$ cat src/rtl/btn_pkg.sv
// Shared constants, repeat-state encoding and sizing helpers for the
// front-panel button conditioning blocks.
package btn_pkg;

  localparam int BTN_TICK_DIV     = 100000;
  localparam int BTN_SR_LEN       = 10;
  localparam int BTN_HOLD_TICKS   = 500;
  localparam int BTN_REPEAT_TICKS = 100;

  typedef enum logic [1:0] {
    IDLE   = 2'd0,
    HOLD   = 2'd1,
    REPEAT = 2'd2
  } rpt_state_t;

  function automatic int btn_max(input int a, input int b);
    return (a > b) ? a : b;
  endfunction

  // Width of a counter that must hold 0..n-1; never narrower than one bit.
  function automatic int btn_cnt_width(input int n);
    return (n <= 2) ? 1 : $clog2(n);
  endfunction

endpackage

$ cat src/rtl/tick_gen.sv
// Free-running divider producing a one-clk sample strobe every TICK_DIV cycles.
// Shared by the slow-rate front-panel blocks (debounce, display scan, blink).
module tick_gen #(
  parameter int TICK_DIV = btn_pkg::BTN_TICK_DIV
) (
  input  logic clk,
  input  logic rst,
  output logic tick
);
  import btn_pkg::*;

  localparam int               CNT_W    = btn_cnt_width(TICK_DIV);
  localparam logic [CNT_W-1:0] CNT_LAST = CNT_W'(TICK_DIV - 1);

  logic [CNT_W-1:0] counter_q;
  logic [CNT_W-1:0] counter_d;

  // With TICK_DIV=1 the counter sits at 0 and tick is high every cycle.
  assign tick = (counter_q == CNT_LAST);

  always_comb begin
    counter_d = counter_q + CNT_W'(1);
    if (tick) begin
      counter_d = '0;
    end
  end

  always_ff @(posedge clk) begin
    if (rst) begin
      counter_q <= '0;
    end else begin
      counter_q <= counter_d;
    end
  end

endmodule

$ cat src/rtl/button_debounce.sv
// Push-button conditioner: 2-flop synchroniser, tick-sampled shift register
// with hysteretic level output, and an optional auto-repeat strobe that is
// compiled in only when BTN_DEBOUNCE_REPEAT_EN is defined.
module button_debounce #(
  parameter int TICK_DIV     = btn_pkg::BTN_TICK_DIV,
  parameter int SR_LEN       = btn_pkg::BTN_SR_LEN,
  parameter int HOLD_TICKS   = btn_pkg::BTN_HOLD_TICKS,
  parameter int REPEAT_TICKS = btn_pkg::BTN_REPEAT_TICKS
) (
  input  logic clk,
  input  logic rst,
  input  logic btn_in,
  output logic db_out,
  output logic repeat_pulse
);
  import btn_pkg::*;

  logic tick;

  tick_gen #(
    .TICK_DIV(TICK_DIV)
  ) u_tick_gen (
    .clk (clk),
    .rst (rst),
    .tick(tick)
  );

  logic              sync1_q, sync1_d;
  logic              sync2_q, sync2_d;
  logic [SR_LEN-1:0] sr_q, sr_d;
  logic              db_out_q, db_out_d;

  // The level decision looks at the freshly shifted value so it moves on
  // the same edge as the sample; a mixed window keeps the old level.
  always_comb begin
    sync1_d  = btn_in;
    sync2_d  = sync1_q;
    sr_d     = sr_q;
    db_out_d = db_out_q;
    if (tick) begin
      sr_d = {sr_q[SR_LEN-2:0], sync2_q};
      if (&sr_d) begin
        db_out_d = 1'b1;
      end else if (~|sr_d) begin
        db_out_d = 1'b0;
      end
    end
  end

  always_ff @(posedge clk) begin
    if (rst) begin
      sync1_q  <= 1'b0;
      sync2_q  <= 1'b0;
      sr_q     <= '0;
      db_out_q <= 1'b0;
    end else begin
      sync1_q  <= sync1_d;
      sync2_q  <= sync2_d;
      sr_q     <= sr_d;
      db_out_q <= db_out_d;
    end
  end

  assign db_out = db_out_q;

`ifdef BTN_DEBOUNCE_REPEAT_EN

  localparam int                RCNT_W      = btn_cnt_width(btn_max(HOLD_TICKS, REPEAT_TICKS));
  localparam logic [RCNT_W-1:0] HOLD_LAST   = RCNT_W'(HOLD_TICKS - 1);
  localparam logic [RCNT_W-1:0] REPEAT_LAST = RCNT_W'(REPEAT_TICKS - 1);

  rpt_state_t        state_q, state_d;
  logic [RCNT_W-1:0] rcnt_q, rcnt_d;
  logic              repeat_pulse_q, repeat_pulse_d;

  always_ff @(posedge clk) begin
    if (rst) begin
      state_q        <= IDLE;
      rcnt_q         <= '0;
      repeat_pulse_q <= 1'b0;
    end else begin
      state_q        <= state_d;
      rcnt_q         <= rcnt_d;
      repeat_pulse_q <= repeat_pulse_d;
    end
  end

  // Keyed off db_out_d so a release on a tick edge pre-empts any pulse due
  // on that same edge, and the press edge itself only arms the counter.
  always_comb begin
    state_d = state_q;
    rcnt_d  = rcnt_q;
    if (!db_out_d) begin
      state_d = IDLE;
      rcnt_d  = '0;
    end else begin
      case (state_q)
        IDLE: begin
          state_d = HOLD;
          rcnt_d  = '0;
        end
        HOLD: begin
          if (tick) begin
            if (rcnt_q == HOLD_LAST) begin
              state_d = REPEAT;
              rcnt_d  = '0;
            end else begin
              rcnt_d = rcnt_q + RCNT_W'(1);
            end
          end
        end
        REPEAT: begin
          if (tick) begin
            if (rcnt_q == REPEAT_LAST) begin
              rcnt_d = '0;
            end else begin
              rcnt_d = rcnt_q + RCNT_W'(1);
            end
          end
        end
        default: begin
          state_d = IDLE;
          rcnt_d  = '0;
        end
      endcase
    end
  end

  always_comb begin
    repeat_pulse_d = 1'b0;
    if (db_out_d && tick) begin
      if ((state_q == HOLD && rcnt_q == HOLD_LAST) ||
          (state_q == REPEAT && rcnt_q == REPEAT_LAST)) begin
        repeat_pulse_d = 1'b1;
      end
    end
  end

  assign repeat_pulse = repeat_pulse_q;

`else

  // Repeat timing parameters are accepted for drop-in compatibility only.
  logic unused_rpt_cfg;
  assign unused_rpt_cfg = ((HOLD_TICKS + REPEAT_TICKS) != 0);
  assign repeat_pulse   = 1'b0;

`endif

endmodule
$ cat config.mk
export PLATFORM = sky130hd
export DESIGN_NAME = button_debounce
export DESIGN_NICKNAME = d
export VERILOG_FILES = /design/src/rtl/btn_pkg.sv /design/src/rtl/tick_gen.sv /design/src/rtl/button_debounce.sv
export SDC_FILE = /design/constraint.sdc
export NUM_CORES = 1
export LEC_CHECK = 0
export CORE_MARGIN = 1.5
export CORE_UTILIZATION = 53
export DETAILED_ROUTE_END_ITERATION = 10
export MAX_ROUTING_LAYER = met4
export PLACE_DENSITY = 0.74
export SLEW_MARGIN = 20
export SYNTH_ARGS = -nofsm -noshare
export SYNTH_HDL_FRONTEND = slang
export SYNTH_SLANG_ARGS = --single-unit
$ cat constraint.sdc
create_clock -name clk -period 1.58 [get_ports clk]
set_clock_uncertainty 0.15 [all_clocks]
set_input_delay 0.395 -clock clk [delete_from_list [all_inputs] [get_ports clk]]
set_output_delay 0.395 -clock clk [all_outputs]
set_load 0.01 [all_outputs]
; Word level (Yosys, flattened, before mapping)
; Cells that the tools add are included.
[totals]
elab_cells = 14
regBits = 29
out_inout_bits = 2
input_bits = 3
[classes]
n_reduce_logical = 4
n_mux = 2
n_eq_ne = 2
add_sub_neg = 1
[ops]
columns = operator, n
row1 = $add A17 B1 Y17 const B, 1
row2 = $eq A17 B17 Y1 const B, 1
row3 = $reduce_and A10 Y1, 1
row4 = $reduce_or A10 Y1, 1
row5 = $mux W1, 2
row6 = $ne A2 B2 Y1 const B, 1
row7 = $reduce_and A2 Y1, 1
row8 = $reduce_or A2 Y1, 1

; Depth between registers and ports, before layout
; Gate-level depths: netlist of run 1.
[depth]
depth_word = 3
ltp_mapped = 6
ltp_nobuf = 5

; Modules after synthesis
; From an unflattened synthesis of run 1, not the netlist that was laid out.
[hier_totals]
cells_unflattened = 133
hier_area_um2 = 1270.0
[by_module_without_submodules]
columns = mod, cells_each, seq_area_each_um2, instances, area_each_um2
row1 = tick_gen, 88, 340.3, 1, 797.0
row2 = button_debounce, 45, 240.2, 1, 473.0

; Worst setup path before layout of run 1
; Ideal clock, no wire load.
[synth_timing]
path_kind = reg-to-reg
from = register u_tick_gen.counter_q[0]
to = register sr_q[5]
setup_time_ns = 0.072
n_path_buf = 1
arrival_time_ns = 1.481
required_time_ns = 1.358
slack_ns = -0.123
stages_incl_launch_ff = 7
period_less_slack_ns = 1.703
path_cell_list = dfxtp_1 ha_1 and3_1 nand2_2 buf_2 nor3_2 mux2i_1
[synth_via]
elab_chain_cells = 1
[synth_rtl]
columns = item, line
row1 = from (decl), tick_gen.sv:15  ; logic [CNT_W-1:0] counter_q;
row2 = from (signal assigned), tick_gen.sv:32  ; counter_q <= counter_d;
row3 = $eq A17 B17 Y1, tick_gen.sv:19  ; assign tick = (counter_q == CNT_LAST);
row4 = to (signal assigned), button_debounce.sv:59  ; sr_q <= sr_d;
row5 = to (decl), button_debounce.sv:30  ; logic [SR_LEN-1:0] sr_q, sr_d;
; No other way between the ends.
; A chain may end at the register's enable or synchronous reset.

; Worst setup path after layout of run 1
[layout_timing]
from = register u_tick_gen.counter_q[0]
to = register u_tick_gen.counter_q[16]
[layout_via]
elab_chain_cells = 2
elab_cells_between_ends = 3
classes_between = 1 x add/sub / 1 x eq/ne / 1 x reduce/logical
[layout_rtl]
columns = item
row1 = branches (longest 2 deep; another with $add A17 B1 Y17)
; Several ways; the timed one is not identified.

==> impl_metrics.toml, run 1 <==
[clock_network]
clk_pin_slew_worst_paths_ps = 90
cts_root_buf = "sky130_fd_sc_hd__clkbuf_4"
cts_buffer_depth = 2
cts-buffers-inserted = 5
tritoncts_num_sinks = 29
number_of_hold_buffers_added_after_cts = 0
clock_network_latency_to_the_later_pin_of_the_worst_skew_pair_ps = 330
tritoncts = "done"
ctsHtreeMaxLevel = 2

[sta]
setup_violations = 0
maxClockFrequency_ghz = 0.641
slew_viol_final = 0
finalWorstPathRequiredPeriod_ps = 1560
finalHoldViolCount = 0
setup_repair_after_global_routing_missed_its_margin = "true"
holdWs_ps = 307
final_worst_path_period_share = 0.987

[placed_design]
numPortBuffers = 3
place_hpwl_mm = 2.01
place.gp.congestion = 0.914

[cells_and_area]
diodes = 0
post-route-util = 0.753
area_delta_synth_final_pct = 29.9
fillers = 179
drive_gt1_frac = 0.313
fin_nets = 185

[global_route]
grt_pass1_wl_mm = 4.65
number_of_antenna_violations_at_the_first_check_in_global_routing = 0
grt_start_max_net_pins = 18
first_global_vias = 1084
grtUsageTotal = 0.244
overflow = 0

[power]
pwr-share-comb = 0.047
power.clock.fraction = 0.390
total_switching_power_mw = 0.292
power_per_cell_area_mw_per_mm2 = 762
cellLeakagePower_nw = 0.636
seq_power_share = 0.564
switching_share = 0.222
power_report.internal_total_mw = 1.03
vdd_ir_drop_max_v = 0.000711

[detailed_routing]
route.detailed.wl_per_inst_microns = 13.6
drtPass1Iterations = 4
postRouteAntennaNets = 0
route.final.wire_length_mm = 2.85
drc_violations = 0
route.vias.total = 1210
routed_via_density = 5.76
drtIter0Drc = 12

[yosys]
synth-warning-count = 0
yosysUniqueCellTypes = 36
synth_top_flop_cell = "sky130_fd_sc_hd__dfxtp_1"
yosysSeqAreaShare = 0.436
async_reset_ff_frac = 0
syn-mean-instance-area_sq_um = 8.65
mappedNetlistNets = 158
yosys_register_bits = 29
synth_cells = 154
number_of_synthesized_flops_with_an_enable_pin = 0
mappedNetlistArea_sq_mm = 0.00133

[worst_setup_path]
worstSetupStartpointType = "flop"
rr_startpoint = "u_tick_gen.counter_q[0]"
critical_path.cell_chain = "ha_4 > and3_4 > nand2_2 > or4_1 > a21oi_1"
cp.arrival_ps = 1670
critPathMaxStageDelay_ps = 470
worst-setup-path-type = "flop to flop"
crit_path_max_fanout = 3
reg2reg_slack_ps = 20
crit_slowest_cell = "sky130_fd_sc_hd__or4_1"
crit-reg2reg-capture = "u_tick_gen.counter_q[16]"
setup.worst_path.end_class = "flop"
worst_r2r_path_depth = 5
critPathRequiredTime_ps = 1690

[floorplan]
initial_standard_cell_utilization_of_the_core = 0.580
core_region_area_sq_mm = 0.00230
num_io_pins = 5
rows = 17
die_footprint_sq_mm = 0.00282
floorplan.die.height_microns = 53.1
die_width_microns = 53.1

[worst_hold_path]
min_path_cells = 1
worst_hold_startpoint = "sync1_q"
min_path_type = "flop to flop"
min_delay_worst_endpoint = "sync2_q"

[run_status]
run_status = "completed"

[job]
maxCapViolCount = 0
-- cell usage after synthesis (all sizes together) (3+ instances only) --
library cell	instances	area share
nand2	12	0.036
nand3	16	0.060
xor2	8	0.053
and4	4	0.027
dfxtp	29	0.44
nor4	6	0.033
a21oi	9	0.034
o21ai	9	0.042
nor2	19	0.054
buf	7	0.033
and3	3	0.015
nor3	3	0.015
nand4	7	0.038
xnor2	5	0.033
-- cells in the final DEF, fill, tap and decap left out, types with 2 or more instances in the layout --
master	synthesis	layout
sky130_fd_sc_hd__o21ai_1	0	3
sky130_fd_sc_hd__a21oi_1	9	8
sky130_fd_sc_hd__dfxtp_2	0	4
sky130_fd_sc_hd__nand2_1	11	11
sky130_fd_sc_hd__inv_1	2	2
sky130_fd_sc_hd__clkdlybuf4s50_1	0	2
sky130_fd_sc_hd__dfxtp_1	29	23
sky130_fd_sc_hd__nor2_1	19	19
sky130_fd_sc_hd__nor2b_1	2	2
sky130_fd_sc_hd__nor3_4	0	2
sky130_fd_sc_hd__o21ai_2	0	4
sky130_fd_sc_hd__dfxtp_4	0	2
sky130_fd_sc_hd__buf_6	1	2
sky130_fd_sc_hd__buf_4	1	23
sky130_fd_sc_hd__nor4_1	5	5
sky130_fd_sc_hd__nand3_1	16	16
sky130_fd_sc_hd__and4_1	3	3
sky130_fd_sc_hd__mux2i_1	2	2
sky130_fd_sc_hd__clkbuf_8	0	2
sky130_fd_sc_hd__nand4_1	6	6
sky130_fd_sc_hd__xor2_1	8	8
sky130_fd_sc_hd__clkbuf_4	0	5
sky130_fd_sc_hd__xnor2_1	5	5
-- power groups by stage --
stage	clock network, mW	registers, mW	logic, mW
floorplan	0	0.766	0.0316
global placement	0	0.764	0.0601
detailed placement	0	0.765	0.0611
CTS	0.528	0.748	0.0616
global route	0.559	0.745	0.0680
finish	0.514	0.744	0.0614
-- registers in the layout, indices dropped and copies added, names as in the netlist --
name	flops
db_out	1
sr_q	9
sync1_q	1
sync2_q	1
u_tick_gen.counter_q	17
-- worst max-delay path by stage --
stage / from / endpoint / cells after the start
detailed placement: u_tick_gen.counter_q[5] / sr_q[5] / 4
global route: u_tick_gen.counter_q[5] / sr_q[3] / 5
floorplan: u_tick_gen.counter_q[6] / u_tick_gen.counter_q[8] / 5
CTS: u_tick_gen.counter_q[5] / sr_q[5] / 4
finish: u_tick_gen.counter_q[0] / u_tick_gen.counter_q[16] / 5
global placement: u_tick_gen.counter_q[11] / u_tick_gen.counter_q[16] / 4
-- kinds of logic after synthesis --
kind of cell               synth area share
xor gates and xnor gates             0.0854
DFF                                   0.436
AOI/OAI and AO/OA                    0.0883
adders and majority gates           0.00939
muxes                                0.0150
and+or+nand+nor                       0.319
buffers and inverters                0.0441
other                               0.00281
-- per-layer routing --
| metal | share of wire | global-route usage | up-vias |
|---|---|---|---|
| met1 | 0.48 | 0.291 | 576 |
| met2 | 0.45 | 0.360 | 30 |
| met4 | 0.022 | 0.132 | 0 |
| li1 | - | - | 599 |
| met5 | 0 | - | - |
| met3 | 0.051 | 0.0847 | 5 |
-- per-stage QoR --
step / std cells / TNS [ps] / area, sq um / power, mW / worst slack [ps]
5_1_grt: 210 / -828 / 1730 / 1.37 / -50.6
4_1_cts: 209 / -10.9 / 1680 / 1.34 / -9.17
3_5_place_dp: 201 / -24.8 / 1600 / 0.826 / -12.9
3_3_place_gp: 201 / -17.5 / 1600 / 0.824 / -15.1
6_report: 210 / 0 / 1730 / 1.32 / 20.0
2_1_floorplan: 154 / 0 / 1390 / 0.798 / 3.10
-- cell type report --
cell class	instances	area (sq um)	share of cell area
Multi-Input combinational cell	114	781	0.451
Sequential cell	29	593	0.343
Timing Repair Buffer	29	244	0.141
Clock buffer	7	65.1	0.0376
Tap cell	28	35.0	0.0202
Inverter	2	7.51	0.00434
Clock inverter	1	5.00	0.00289
-- timing repair --
action,4_1_cts,5_1_grt
setup buffers,0,1
setup endpoints to repair,8,26
pin swaps,4,14
resized for setup,5,20
-- worst max-delay path, delay by kind of cell (launching register included) --
family | cells | cell delay [ps]
AND/OR/NAND/NOR | 3 | 720
adder cells (fa/ha/maj) | 1 | 140
flip-flops | 1 | 360
AO/OA/AOI/OAI | 1 | 130
(Power assumes the default switching activity.)
==> run 2, diff against run 1 <==
- CORE_UTILIZATION: 53 -> 55
- PLACE_DENSITY: 0.74 -> 0.73
- clock period: 1.58 -> 1.95 ns (I/O delays scaled with it)
==> impl_metrics.toml, run 2 (synthesis gave the netlist of run 1 again) <==
[sta]
finalSetupTns_ps = 0
setup_repair_after_global_routing_missed_its_margin = "false"
maxClockFrequency_ghz = 0.543
slew_viol_final = 0
finalHoldViolCount = 0
setup_violations = 0
holdWs_ps = 298
final_worst_path_period_share = 0.945
finalWorstPathRequiredPeriod_ps = 1840

[worst_setup_path]
crit_slowest_cell = "sky130_fd_sc_hd__or4_1"
worst-setup-path-type = "flop to flop"
reg2reg_slack_ps = 110
crit-reg2reg-capture = "u_tick_gen.counter_q[16]"
crit_path_max_fanout = 12
cp.arrival_ps = 1950
rr_startpoint = "u_tick_gen.counter_q[0]"
critPathRequiredTime_ps = 2060
critical_path.cell_chain = "ha_1 > and3_1 > nand2_2 > or4_1 > a21oi_1"
worst_setup_path_endpoint = "u_tick_gen.counter_q[16]"
worst_r2r_path_depth = 5
worstSetupStartpointType = "flop"
setup.worst_path.end_class = "flop"
crit_start = "u_tick_gen.counter_q[0]"
critPathMaxStageDelay_ps = 540

[detailed_routing]
postRouteAntennaNets = 0
routed_via_density = 5.76
route.vias.total = 1089
drtIter0Drc = 41
route.final.wire_length_mm = 2.49
drc_violations = 0
route.detailed.wl_per_inst_microns = 13.2
drtPass1Iterations = 4

[floorplan]
initial_standard_cell_utilization_of_the_core = 0.591
die_width_microns = 52.2
num_io_pins = 5
core_region_area_sq_mm = 0.00225
floorplan.die.height_microns = 52.2
rows = 17
die_footprint_sq_mm = 0.00273

[job]
maxCapViolCount = 0

[cells_and_area]
post-route-util = 0.642
mostFrequentLayoutCell = "sky130_fd_sc_hd__dfxtp_1"
layout.cells.non_filler = 189
area_delta_synth_final_pct = 8.54
drive_gt1_frac = 0.124
top_register = "u_tick_gen.counter_q"
largest_registers_in_the_final_layout = "u_tick_gen.counter_q x17, sr_q x9"
diodes = 0
multi_input_area_sq_um = 693
largest_reg_flops = 17
fillers = 211
sequential_cell_area_sq_um = 581
commonest_cells_after_routing_fill_and_taps_aside = "sky130_fd_sc_hd__dfxtp_1 (29), sky130_fd_sc_hd__nor2_1 (19), sky130_fd_sc_hd__nand3_1 (16)"
fin_nets = 165

[clock_network]
count_of_cells_resized_by_post_cts_repair = 0
tritoncts_num_sinks = 29
number_of_hold_buffers_added_after_cts = 0
ctsHtreeMaxLevel = 2
clock_network_latency_to_the_later_pin_of_the_worst_skew_pair_ps = 330
cts-buffers-inserted = 5
tritoncts = "done"
clk_pin_slew_worst_paths_ps = 80
cts_buffer_depth = 2
cts_post_setup_buffers_inserted = 0
cts_root_buf = "sky130_fd_sc_hd__clkbuf_4"

[worst_hold_path]
min_path_type = "flop to flop"
worst_hold_startpoint = "sync1_q"

[global_route]
met1_global_route_usage = 0.301
grt-busiest-layer = "met2"
groute.layer.met3.usage = 0.0943
grt_pass1_wl_mm = 4.33
grtUsageTotal = 0.227
first_global_vias = 966
number_of_antenna_violations_at_the_first_check_in_global_routing = 0
overflow = 0
grt_start_max_net_pins = 18
globalRouteMet2Util = 0.314

[placed_design]
numPortBuffers = 3
place.gp.congestion = 0.871
place_hpwl_mm = 1.78
placedCellCount = 182

[power]
cellLeakagePower_nw = 0.481
vdd_ir_drop_max_v = 0.000563
power_per_cell_area_mw_per_mm2 = 693

[run_status]
run_status = "completed"
[run 2: cell count changes in the layout (fill, tap and decap cells not counted), sizes merged]
cell,previous run,this run
buf,26,6
clkdlybuf4s50,2,3
clkinv,1,0
dlygate4sd2,1,0
[run 2: layout make-up]
cell class / instances / area share
Inverter: 2 / 0.00519
Clock buffer: 7 / 0.0381
Timing Repair Buffer: 9 / 0.0519
Sequential cell: 29 / 0.401
Tap cell: 28 / 0.0242
Multi-Input combinational cell: 114 / 0.479
[run 2: per-stage QoR]
step / area (sq um) / setup WS [ps] / total power, mW
floorplan: 1330 / 247 / 0.642
global placement: 1390 / 189 / 0.651
detailed placement: 1390 / 105 / 0.653
CTS: 1450 / 95.3 / 1.01
global route: 1450 / 6.17 / 1.04
finish: 1450 / 108 / 1.00
[run 2: worst min path at each step]
stage / slack (ps) / depth (start not counted) / to
after global routing: 310 / 1 / sync2_q
final: 300 / 1 / sync2_q
after floorplan: 260 / 1 / sync2_q
after detailed placement: 280 / 1 / sync2_q
after CTS: 300 / 2 / db_out
after global placement: 270 / 1 / sync2_q
[run 2: per-layer routing]
| metal | up-vias | share of wire |
|---|---|---|
| met5 | - | 0 |
| met4 | 0 | 0.014 |
| met3 | 5 | 0.057 |
| met2 | 31 | 0.44 |
| met1 | 499 | 0.49 |
| li1 | 554 | - |
[run 2: where the power goes]
group,internal [mW],leakage [nW],switching [mW]
combinational,0.0150,0.215,0.0195
clock,0.170,0.0314,0.193
sequential,0.599,0.235,0.00558
total,0.784,0.481,0.218
[run 2: critical path, delay by kind of cell (launching register included)]
| family | cells | cell delay, ps |
|---|---|---|
| AND/OR/NAND/NOR | 3 | 900 |
| adder cells (fa/ha/maj) | 1 | 210 |
| AO/OA/AOI/OAI | 1 | 140 |
| flip-flops | 1 | 390 |
